[config.mk]
export PLATFORM = sky130hd
export DESIGN_NAME = qdrc_rd_ret_flat
export DESIGN_NICKNAME = d
export VERILOG_FILES = /design/src/rtl/qdrc_rd_ret_if.sv /design/src/rtl/qdrc_rd_ret.sv /design/src/flat_wrapper.sv
export SDC_FILE = /design/constraint.sdc
export NUM_CORES = 1
export LEC_CHECK = 0
export BUFFER_PORTS_ARGS = -buffer_cell sky130_fd_sc_hd__buf_2
export CORE_MARGIN = 2
export CORE_UTILIZATION = 50
export DETAILED_ROUTE_END_ITERATION = 12
export PLACE_DENSITY = 0.65
export RECOVER_POWER = 25
export SKIP_LAST_GASP = 1
export SYNTH_ARGS = -nofsm -noshare
export SYNTH_HDL_FRONTEND = slang
export SYNTH_SLANG_ARGS = --single-unit
[constraint.sdc]
create_clock -name clk -period 23.1 [get_ports clk]
set_input_delay 2.31 -clock clk [delete_from_list [all_inputs] [get_ports clk]]
set_output_delay 2.31 -clock clk [all_outputs]
set_load 0.005 [all_outputs]
[src/rtl/qdrc_rd_ret_if.sv]
// Request, read-path and response bundle for qdrc_rd_ret.
// slave is the qdrc_rd_ret side; master is the user and read-path side.
interface qdrc_rd_ret_if #(
  parameter int unsigned DATA_WIDTH = 36,
  parameter int unsigned ADDR_WIDTH = 21,
  parameter int unsigned TAG_WIDTH  = 8
) ();

  logic                      req_valid;
  logic                      req_ready;
  logic [ADDR_WIDTH-1:0]     req_addr;
  logic [TAG_WIDTH-1:0]      req_tag;
  logic                      rd_strb;
  logic [ADDR_WIDTH-1:0]     rd_addr;
  logic [2*DATA_WIDTH-1:0]   rd_data;
  logic                      rd_dvld;
  logic                      rsp_valid;
  logic                      rsp_ready;
  logic [2*DATA_WIDTH-1:0]   rsp_data;
  logic [TAG_WIDTH-1:0]      rsp_tag;

  modport master (
    output req_valid, req_addr, req_tag, rd_data, rd_dvld, rsp_ready,
    input  req_ready, rd_strb, rd_addr, rsp_valid, rsp_data, rsp_tag
  );

  modport slave (
    input  req_valid, req_addr, req_tag, rd_data, rd_dvld, rsp_ready,
    output req_ready, rd_strb, rd_addr, rsp_valid, rsp_data, rsp_tag
  );

endinterface

[src/rtl/qdrc_rd_ret.sv]
// Read request issue and tagged return buffering ahead of the QDR read path.
// Optional QDRC_RD_RET_STATS_EN adds response count and inflight high-water outputs.
module qdrc_rd_ret #(
  parameter int unsigned DATA_WIDTH = 36,
  parameter int unsigned ADDR_WIDTH = 21,
  parameter int unsigned TAG_WIDTH  = 8,
  parameter int unsigned DEPTH_LOG2 = 4
) (
  input  logic                  clk,
  input  logic                  reset,
  input  logic                  phy_rdy,
  qdrc_rd_ret_if.slave          bus,
  output logic [DEPTH_LOG2:0]   inflight,
  output logic                  err_orphan
`ifdef QDRC_RD_RET_STATS_EN
  ,
  output logic [31:0]           stat_rd_count,
  output logic [DEPTH_LOG2:0]   stat_max_inflight
`endif
);

  localparam int unsigned DEPTH = 1 << DEPTH_LOG2;
  localparam int unsigned RW    = 2 * DATA_WIDTH + TAG_WIDTH;

  typedef logic [DEPTH_LOG2-1:0] ptr_t;
  typedef logic [DEPTH_LOG2:0]   cnt_t;

  localparam ptr_t PTR_ONE  = ptr_t'(1);
  localparam cnt_t CNT_ONE  = cnt_t'(1);
  localparam cnt_t CNT_FULL = cnt_t'(DEPTH);

  logic                  gap_q;
  logic                  rd_strb_q;
  logic [ADDR_WIDTH-1:0] rd_addr_q;
  cnt_t                  inflight_q;
  logic                  err_orphan_q;

  logic [TAG_WIDTH-1:0]  tag_mem [DEPTH];
  ptr_t                  tag_wr_q, tag_rd_q;
  cnt_t                  tag_cnt_q;

  logic [RW-1:0]         ret_mem [DEPTH];
  ptr_t                  ret_wr_q, ret_rd_q;
  cnt_t                  ret_cnt_q;

  logic                  rsp_valid_q;
  logic [RW-1:0]         rsp_word_q;

  logic                  req_ready;
  logic                  accept;
  logic                  tag_empty;
  logic                  ret_push;
  logic [RW-1:0]         ret_word;
  logic                  rsp_pop;
  logic                  out_load;
  logic                  mem_pop;
  logic                  mem_push;

  always_comb begin
    req_ready = !reset && phy_rdy && !gap_q && (inflight_q < CNT_FULL);
    accept    = bus.req_valid && req_ready;
    tag_empty = (tag_cnt_q == '0);
    ret_push  = bus.rd_dvld && !tag_empty;
    ret_word  = {bus.rd_data, tag_mem[tag_rd_q]};
    rsp_pop   = rsp_valid_q && bus.rsp_ready;
    // Output register refills from storage first; with storage empty it takes
    // the incoming word directly so an empty FIFO still has 1-cycle latency.
    out_load  = !rsp_valid_q || rsp_pop;
    mem_pop   = out_load && (ret_cnt_q != '0);
    mem_push  = ret_push && !(out_load && (ret_cnt_q == '0));
  end

  always_ff @(posedge clk) begin
    if (reset) begin
      gap_q        <= 1'b0;
      rd_strb_q    <= 1'b0;
      rd_addr_q    <= '0;
      inflight_q   <= '0;
      err_orphan_q <= 1'b0;
      tag_wr_q     <= '0;
      tag_rd_q     <= '0;
      tag_cnt_q    <= '0;
      ret_wr_q     <= '0;
      ret_rd_q     <= '0;
      ret_cnt_q    <= '0;
      rsp_valid_q  <= 1'b0;
      rsp_word_q   <= '0;
    end else begin
      gap_q     <= accept;
      rd_strb_q <= accept;
      if (accept) rd_addr_q <= bus.req_addr;

      case ({accept, rsp_pop})
        2'b10:   inflight_q <= inflight_q + CNT_ONE;
        2'b01:   inflight_q <= inflight_q - CNT_ONE;
        default: inflight_q <= inflight_q;
      endcase

      if (bus.rd_dvld && tag_empty) err_orphan_q <= 1'b1;

      if (accept)   tag_wr_q <= tag_wr_q + PTR_ONE;
      if (ret_push) tag_rd_q <= tag_rd_q + PTR_ONE;
      case ({accept, ret_push})
        2'b10:   tag_cnt_q <= tag_cnt_q + CNT_ONE;
        2'b01:   tag_cnt_q <= tag_cnt_q - CNT_ONE;
        default: tag_cnt_q <= tag_cnt_q;
      endcase

      if (mem_push) ret_wr_q <= ret_wr_q + PTR_ONE;
      if (mem_pop)  ret_rd_q <= ret_rd_q + PTR_ONE;
      case ({mem_push, mem_pop})
        2'b10:   ret_cnt_q <= ret_cnt_q + CNT_ONE;
        2'b01:   ret_cnt_q <= ret_cnt_q - CNT_ONE;
        default: ret_cnt_q <= ret_cnt_q;
      endcase

      if (out_load) begin
        if (mem_pop) begin
          rsp_valid_q <= 1'b1;
          rsp_word_q  <= ret_mem[ret_rd_q];
        end else if (ret_push) begin
          rsp_valid_q <= 1'b1;
          rsp_word_q  <= ret_word;
        end else begin
          rsp_valid_q <= 1'b0;
        end
      end
    end
  end

  // Storage arrays carry no reset; validity is tracked by the pointers and counts.
  always_ff @(posedge clk) begin
    if (accept)   tag_mem[tag_wr_q] <= bus.req_tag;
    if (mem_push) ret_mem[ret_wr_q] <= ret_word;
  end

  always_comb begin
    bus.req_ready = req_ready;
    bus.rd_strb   = rd_strb_q;
    bus.rd_addr   = rd_addr_q;
    bus.rsp_valid = rsp_valid_q;
    bus.rsp_data  = rsp_word_q[RW-1:TAG_WIDTH];
    bus.rsp_tag   = rsp_word_q[TAG_WIDTH-1:0];
    inflight      = inflight_q;
    err_orphan    = err_orphan_q;
  end

`ifdef QDRC_RD_RET_STATS_EN
  logic [31:0] stat_rd_count_q;
  cnt_t        stat_max_q;

  always_ff @(posedge clk) begin
    if (reset) begin
      stat_rd_count_q <= '0;
      stat_max_q      <= '0;
    end else begin
      if (rsp_pop) stat_rd_count_q <= stat_rd_count_q + 32'd1;
      if (inflight_q > stat_max_q) stat_max_q <= inflight_q;
    end
  end

  always_comb begin
    stat_rd_count     = stat_rd_count_q;
    stat_max_inflight = stat_max_q;
  end
`endif

endmodule

[src/flat_wrapper.sv]
// flat-port wrapper written by rule: the top's interface ports become plain ports
module qdrc_rd_ret_flat 
#(
  parameter int unsigned DATA_WIDTH = 36,
  parameter int unsigned ADDR_WIDTH = 21,
  parameter int unsigned TAG_WIDTH  = 8,
  parameter int unsigned DEPTH_LOG2 = 4
)
  (clk, reset, phy_rdy, inflight, err_orphan, bus_req_valid, bus_req_addr, bus_req_tag, bus_rd_data, bus_rd_dvld, bus_rsp_ready, bus_req_ready, bus_rd_strb, bus_rd_addr, bus_rsp_valid, bus_rsp_data, bus_rsp_tag);
  qdrc_rd_ret_if #(.DATA_WIDTH(DATA_WIDTH), .ADDR_WIDTH(ADDR_WIDTH), .TAG_WIDTH(TAG_WIDTH)) bus_i ();
  input  logic clk;
  input  logic reset;
  input  logic phy_rdy;
  output logic [DEPTH_LOG2:0] inflight;
  output logic err_orphan;
  input wire logic [$bits(bus_i.req_valid)-1:0] bus_req_valid;
  input wire logic [$bits(bus_i.req_addr)-1:0] bus_req_addr;
  input wire logic [$bits(bus_i.req_tag)-1:0] bus_req_tag;
  input wire logic [$bits(bus_i.rd_data)-1:0] bus_rd_data;
  input wire logic [$bits(bus_i.rd_dvld)-1:0] bus_rd_dvld;
  input wire logic [$bits(bus_i.rsp_ready)-1:0] bus_rsp_ready;
  output wire logic [$bits(bus_i.req_ready)-1:0] bus_req_ready;
  output wire logic [$bits(bus_i.rd_strb)-1:0] bus_rd_strb;
  output wire logic [$bits(bus_i.rd_addr)-1:0] bus_rd_addr;
  output wire logic [$bits(bus_i.rsp_valid)-1:0] bus_rsp_valid;
  output wire logic [$bits(bus_i.rsp_data)-1:0] bus_rsp_data;
  output wire logic [$bits(bus_i.rsp_tag)-1:0] bus_rsp_tag;
  assign bus_i.req_valid = bus_req_valid;
  assign bus_i.req_addr = bus_req_addr;
  assign bus_i.req_tag = bus_req_tag;
  assign bus_i.rd_data = bus_rd_data;
  assign bus_i.rd_dvld = bus_rd_dvld;
  assign bus_i.rsp_ready = bus_rsp_ready;
  assign bus_req_ready = bus_i.req_ready;
  assign bus_rd_strb = bus_i.rd_strb;
  assign bus_rd_addr = bus_i.rd_addr;
  assign bus_rsp_valid = bus_i.rsp_valid;
  assign bus_rsp_data = bus_i.rsp_data;
  assign bus_rsp_tag = bus_i.rsp_tag;
  qdrc_rd_ret #(.DATA_WIDTH(DATA_WIDTH), .ADDR_WIDTH(ADDR_WIDTH), .TAG_WIDTH(TAG_WIDTH), .DEPTH_LOG2(DEPTH_LOG2)) u_core (.clk(clk), .reset(reset), .phy_rdy(phy_rdy), .bus(bus_i), .inflight(inflight), .err_orphan(err_orphan));
endmodule
==> results of run 1 <==
## routing by layer
metal / part of all wire / routed length [um]
met1: 0.41 / 54000
met2: 0.51 / 67800
met4: 0.020 / 2710
met3: 0.061 / 8080
met5: 0.00027 / 36
## cell families after synthesis
family / count (synthesis) / share of synthesized area
flops: 1551 / 0.764
mux: 451 / 0.166
buf+inv: 242 / 0.0186
compound gates: 228 / 0.0284
simple gates: 193 / 0.0146
fa+ha+maj: 24 / 0.00534
xor+xnor: 19 / 0.00282
## synthesized netlist by cell type (all sizes together), types with 4 or more instances
cell,number,share of area
ha,22,0.0047
o21ai,7,0.00097
a22oi,88,0.011
mux2i,27,0.0046
xor2,12,0.0018
nand2,71,0.0046
edfxtp,1408,0.72
buf,75,0.0078
mux4,424,0.16
xnor2,7,0.0010
clkbuf,78,0.0051
nor2b,8,0.00085
nor2,64,0.0041
or4,4,0.00057
o22ai,80,0.011
inv,89,0.0057
dfxtp,143,0.048
nand2b,7,0.00074
nor3,21,0.0018
a21oi,43,0.0036
## state kept, by name, summed over array words and instances (netlist names), named ones only
register	cells
u_core.bus.rd_addr	21
u_core.bus.rsp_valid	1
u_core.err_orphan	1
u_core.gap_q	1
u_core.inflight	5
u_core.ret_cnt_q	5
u_core.ret_mem	1280
u_core.ret_rd_q	4
u_core.ret_wr_q	4
u_core.rsp_word_q	80
u_core.tag_cnt_q	5
u_core.tag_mem	128
u_core.tag_rd_q	4
u_core.tag_wr_q	4
## final cells by class
| class | instances | share of cell area |
|---|---|---|
| flip-flops and latches | 1551 | 0.675 |
| multi-input cells | 915 | 0.194 |
| clock buffers | 220 | 0.0650 |
| well taps | 1536 | 0.0287 |
| repair buffers | 271 | 0.0216 |
| clock inverters | 67 | 0.0102 |
| inverters | 89 | 0.00503 |
| diodes | 4 | 0.000150 |
## per-stage QoR
step,std cells,hold slack [ns]
3_5_place_dp,4362,0.453
6_report,4653,0.460
2_1_floorplan,2708,0.452
4_1_cts,4649,0.462
5_1_grt,4652,0.490
3_3_place_gp,4362,0.446
## where the power goes
part	switching [W]	internal (W)	total [W]	leakage [nW]
Sequential	0.000101	0.00320	0.00330	13.8
Combinational	0.000667	0.000606	0.00127	4.74
Clock	0.00103	0.00143	0.00246	2.44
Total	0.00180	0.00523	0.00703	21.0
## worst min path at each step
| stage | startpoint | to | slack (ns) | cells after the start |
|---|---|---|---|---|
| floorplan | u_core.ret_cnt_q[4]$_SDFFE_PP0P_ | u_core.ret_cnt_q[4]$_SDFFE_PP0P_ | 0.45 | 2 |
| global placement | u_core.bus.rd_addr[16]$_SDFFE_PP0P_ | u_core.bus.rd_addr[16]$_SDFFE_PP0P_ | 0.45 | 2 |
| detailed placement | u_core.bus.rd_addr[19]$_SDFFE_PP0P_ | u_core.bus.rd_addr[19]$_SDFFE_PP0P_ | 0.45 | 2 |
| CTS | u_core.bus.rd_addr[1]$_SDFFE_PP0P_ | u_core.bus.rd_addr[1]$_SDFFE_PP0P_ | 0.46 | 2 |
| global route | u_core.bus.rd_addr[13]$_SDFFE_PP0P_ | u_core.bus.rd_addr[13]$_SDFFE_PP0P_ | 0.49 | 2 |
| finish | u_core.bus.rd_addr[1]$_SDFFE_PP0P_ | u_core.bus.rd_addr[1]$_SDFFE_PP0P_ | 0.46 | 2 |
## worst min-delay path, stage by stage, from the launching register on
cell and delay (ns):
dfxtp_1 0.31, nand2_1 0.05, a21oi_1 0.05
==> reports/metrics.cfg, run 1 <==
[logic_synthesis]
syn_area_um2=59100
async_flop_share=0
synth-edff-count=1408
avgSynthCellArea_um2=21.8
synth-seq-area-share=0.764
synth_flop_cell=edfxtp_1
ys_seq_elements=1551
synth_nets=2839
netlist_instances=2708
ys_types=48
yosys_warnings=0

[setup_path]
r2r_cells=6
reg2reg_slack_ns=19.01
cp-endpoint=bus_req_ready
cp_slowest_cell=nor4b_1
end_kind=output port
critPathLaunch=reset
arrival_ns=3.46
path_class=primary input to output port
path_cells=buf_6 > nor4b_1 > buf_2
critPathLaunchType=primary input
cp_data_required_time_ns=20.79
cp.depth=3
crit_fanout=27
r2r-end=u_core.rsp_word_q[55]$_SDFFE_PP0P_
crit_family=simple AND/OR/NAND/NOR gates
max_stage_delay_ns=0.74
critPathBufInv=2

[floorplan]
core_um2=118000
start_util=0.502
rows=126
die_y_um=348
ioPinCount=217
die_area_um2=121000
die_w_um=348

[sta]
finalHoldViolations=0
tightest_slew_ns=1.38
rsz0062_at_grt=false
relSlewSlack=0.0733
finalCritPeriodShare=0.250
setup-violations-final=0
fin_worst_skew_ns=0.0453
fin_crit_ns=5.77
max_freq_mhz=173
maxSlewViolCount=0
setup_ws_ns=17.33
fin_setup_tns_ns=0

[finish]
synthToLayoutAreaGrowth_pct=13.2
final_common_cell=edfxtp_1
layout-drive-gt1-share=0.294
regArea_um2=45200
fill_cells=8577
final_cell_mix=1408 x edfxtp_1, 424 x mux4_2, 162 x buf_2
final_util=0.569
fin_nets=3114
multi_input_area_um2=13000
final_cell_area_um2=66900

[global_route]
grt-ovfl-total=0
grt_pass1_wl_um=195000
antenna_found_initial=9
use_met1=0.300
grt_max_degree=105
grt_pass1_vias=29600
grt_util_met3=0.0351
gr-usage-met2=0.373
grtUsageTotal=0.221
top_usage_layer=met2

[routing]
vias=28200
drtIter0Drc=2660
wl_um=133000
firstDrtPassIters=7
drc=0
final_antenna_net_count=0
viasPerCell=6.07
routedWlPerCell_um=28.5

[power_and_ir_drop]
p_per_area_nw_per_um2=105
total_power_w=0.00703
ir_worst_vdd_uv=81.5
cellLeakagePower_nw=21.0

[placement]
pre_cts_slack_ns=17.20
place_hpwl_um=67300
gp_congestion=0.777
port_buffers=216
place_area_um2=61900

[cts]
clkTransAtPathRegs_ns=0.05
clk_root_buffer_cell=clkbuf_16
cts_buffer_depth=3
cts_htree_levels=4
post_cts_buffers=0
cts-resized-gates=0
cts_tree=built
clock_latency_ns=0.76
cts_buffers=155
cts_hold_buf=0
clkSinkCount=1551

[job]
cap_violations=0

[worst_hold_path]
hold_path_class=flop to flop

[run_status]
status=complete, no violations

(Power assumes the default switching activity.)
==> inputs of run 2 (changes only) <==
--- a/config.mk
+++ b/config.mk
@@ -5,11 +5,12 @@
 export SDC_FILE = /design/constraint.sdc
 export NUM_CORES = 1
 export LEC_CHECK = 0
+export ABC_AREA = 1
 export BUFFER_PORTS_ARGS = -buffer_cell sky130_fd_sc_hd__buf_2
 export CORE_MARGIN = 2
 export CORE_UTILIZATION = 50
 export DETAILED_ROUTE_END_ITERATION = 12
-export PLACE_DENSITY = 0.65
+export PLACE_DENSITY = 0.67
 export RECOVER_POWER = 25
 export SKIP_LAST_GASP = 1
 export SYNTH_ARGS = -nofsm -noshare
==> constraint.sdc (replaced) <==
create_clock -name clk -period 4.7 [get_ports clk]
set_input_delay 0.47 -clock clk [delete_from_list [all_inputs] [get_ports clk]]
set_output_delay 0.47 -clock clk [all_outputs]
set_load 0.005 [all_outputs]
==> reports/metrics.cfg, run 2 <==
[setup_path]
crit_fanout=57  ; +110%
cp_slowest_cell=inv_6
r2r_cells=13  ; +7
arrival_ns=3.76  ; +0.30 ns
cp.depth=13  ; +10
crit_top_cell=nand2_1
critPathBufInv=1  ; -1
path_cells=nor2_1 > nand3_1 > nand2_1 > inv_6 > ha_1 > xor2_1 > ha_1 > a21o_1 > nand3_1 > nand2_1 > xor2_1 > nand2_1 > a21oi_1
cp_data_required_time_ns=5.40  ; -15.39 ns
crit_family=simple AND/OR/NAND/NOR gates
critPathLaunchType=flop
end_kind=flop
max_stage_delay_ns=0.57  ; -0.17 ns
path_class=flop to flop

[cts]
clk_root_buffer_cell=clkbuf_16
clkSinkCount=1551  ; unchanged
cts-resized-gates=0  ; unchanged
clock_latency_ns=0.78  ; +0.02 ns
cts_buffer_depth=3  ; unchanged
cts_tree=built
cts_htree_levels=4  ; unchanged
clkTransAtPathRegs_ns=0.06  ; about the same
post_cts_buffers=0  ; unchanged
cts_buffers=161  ; +3.9%
cts_hold_buf=21  ; +21

[sta]
rsz0062_at_grt=false
maxSlewViolCount=0  ; unchanged
fin_crit_ns=3.06
finalHoldViolations=0  ; unchanged
relSlewSlack=0.155  ; +0.0813
fin_worst_skew_ns=0.0262  ; -0.0190 ns
setup-violations-final=0  ; unchanged
finalCritPeriodShare=0.651
tightest_slew_ns=1.27  ; -0.113 ns
max_freq_mhz=327
setup_ws_ns=1.64  ; -15.69 ns

[power_and_ir_drop]
comb_power_share=0.264  ; +0.083
clock_power_share=0.324  ; -0.026
p_sw_w=0.0134  ; +640%
switching_share=0.330  ; +0.0738
cellLeakagePower_nw=30.0  ; +43%
p_per_area_nw_per_um2=549  ; +420%
p_int_w=0.0272  ; +420%
ir_worst_vdd_uv=627  ; +670%
seq_power_share=0.412  ; -0.057

[logic_synthesis]
ys_seq_elements=1551  ; unchanged
yosys_warnings=0  ; unchanged
synth_common_cells=1974 x nand2_1, 1408 x edfxtp_1, 978 x nand3_1
synth.top_cell.area_share=0.643  ; -0.0727
syn_area_um2=65800  ; +11%
ys_types=36  ; -25%
synth_area_leader_cell=edfxtp_1
synth_most_common_cell=nand2_1
synth_flop_cell=edfxtp_1
netlist_instances=6246  ; +130%
synth-seq-area-share=0.686  ; -0.0776
avgSynthCellArea_um2=10.5  ; -52%
synth-edff-count=1408  ; unchanged
synth_nets=6377  ; +120%
synth.area.top_cells=edfxtp_1 64%, nand2_1 11%, nand3_1 7.4%
async_flop_share=0  ; unchanged

[floorplan]
die_y_um=367  ; +5.4%
ioPinCount=217  ; unchanged
rows=133  ; +5.6%
die_w_um=367  ; +5.4%
start_util=0.502  ; about the same
die_area_um2=134000  ; +11%
core_um2=131000  ; +11%

[finish]
final_common_cell=nand2_1
layout-drive-gt1-share=0.0876  ; -0.207
final_cell_mix=1974 x nand2_1, 1408 x edfxtp_1, 978 x nand3_1
fin_nets=6512  ; +110%
synthToLayoutAreaGrowth_pct=12.3
largest_registers=u_core.ret_mem x1280, u_core.tag_mem x128, u_core.rsp_word_q x80
regMostFlops=u_core.ret_mem
largest_register_ffs=1280  ; unchanged
fin_cells=8276  ; +78%
final_util=0.564  ; -0.00466

[routing]
vias=43900  ; +55%
viasPerCell=5.31  ; -13%
firstDrtPassIters=5  ; -2
drtIter0Drc=4462  ; +68%
final_antenna_net_count=0  ; unchanged
wl_um=163000  ; +23%
drc=0  ; unchanged
routedWlPerCell_um=19.7  ; -31%

[run_status]
status=complete, no violations

[placement]
place_hpwl_um=81000  ; +20%
port_buffers=216  ; unchanged
dp.cells=7952  ; +82%
gp_congestion=0.770  ; -0.93%
pre_cts_slack_ns=1.18  ; -16.02 ns

[job]
cap_violations=0  ; unchanged

[global_route]
grt-ovfl-total=0  ; unchanged
antenna_found_initial=11  ; +2
grtUsageTotal=0.241  ; +0.0198
grt_pass1_wl_um=249000  ; +27%
grt_max_degree=280  ; +170%
grt_pass1_vias=42600  ; +44%

[worst_hold_path]
min_path_cells=5  ; +3
hold_path_class=primary input to flop

## run 2: cell types whose count changed after synthesis, moves of 31 or more
cell     change
nand2_1   +1904
nor2_1     +120
o22ai_1     -53
a21oi_1     +50
a22oi_1     -88
o21ai_0    +153
or2_0       +50
mux4_2     -424
buf_2      +127
a21oi_2     +31
nand3_1    +975
inv_1      +683
## run 2: worst reg2reg max path, stage by stage (launching register included)
cell	delay [ns]
dfxtp_1	0.42
nor2_1	0.08
nand3_1	0.11
nand2_1	0.37
inv_6	0.57
ha_1	0.41
xor2_1	0.23
ha_1	0.20
a21o_1	0.12
nand3_1	0.08
nand2_1	0.09
xor2_1	0.15
nand2_1	0.06
a21oi_1	0.11
## run 2: kinds of logic (layout without fill, tap and decap cells)
logic type / after synthesis / count (layout) / share of synthesized area
buffers and inverters: 1120 / 1392 / 0.0739
and+or+nand+nor: 3223 / 3223 / 0.206
AOI/OAI and AO/OA: 312 / 312 / 0.0268
xor gates and xnor gates: 16 / 16 / 0.00213
adders and majority gates: 24 / 24 / 0.00479
other: 0 / 3 / 0
DFF: 1551 / 1551 / 0.686
## run 2: per-layer routing
metal,vias to the layer above,share of wire,global-route usage
li1,20900,-,-
met1,21000,0.42,0.327
met2,1641,0.47,0.396
met3,323,0.079,0.0409
met4,14,0.026,0.0764
met5,-,0.00061,0
## run 2: final cells by class
class	instances	area, um^2
fill	10700	57100
clock buffer	220	4540
antenna	3	7.51
inverter	778	2970
multi-input combinational	3575	15900
timing repair buffer	314	2130
sequential	1551	45200
tap	1755	2200
clock inverter	80	966
## run 2: metrics by stage
stage	setup TNS [ns]	hold slack, ns	power, W	area (um^2)
6_report	0	0.0562	0.0405	73900
5_1_grt	0	0.0512	0.0426	73800
4_1_cts	0	0.00954	0.0407	73900
3_5_place_dp	0	0.455	0.0276	68200
3_3_place_gp	0	0.450	0.0275	68200
2_1_floorplan	-235.86	0.435	0.0247	65800
## run 2: final timing paths
kind,start,endpoint,slack (ns)
max reg2reg,u_core.ret_cnt_q[1]$_SDFFE_PP0P_,u_core.ret_cnt_q[4]$_SDFFE_PP0P_,1.64
min,bus_rd_dvld,u_core.err_orphan$_SDFFE_PP0P_,0.06
max,u_core.ret_cnt_q[1]$_SDFFE_PP0P_,u_core.ret_cnt_q[4]$_SDFFE_PP0P_,1.64
min reg2reg,u_core.ret_rd_q[2]$_SDFFE_PP0N_,flop,0.47
## run 2: power groups by stage
stage               Clock (W)  Combinational [W]  Sequential [W]
floorplan                   0            0.00793          0.0168
global placement            0             0.0105          0.0170
detailed placement          0             0.0107          0.0170
CTS                    0.0133             0.0107          0.0167
global route           0.0138             0.0120          0.0168
finish                 0.0131             0.0107          0.0167
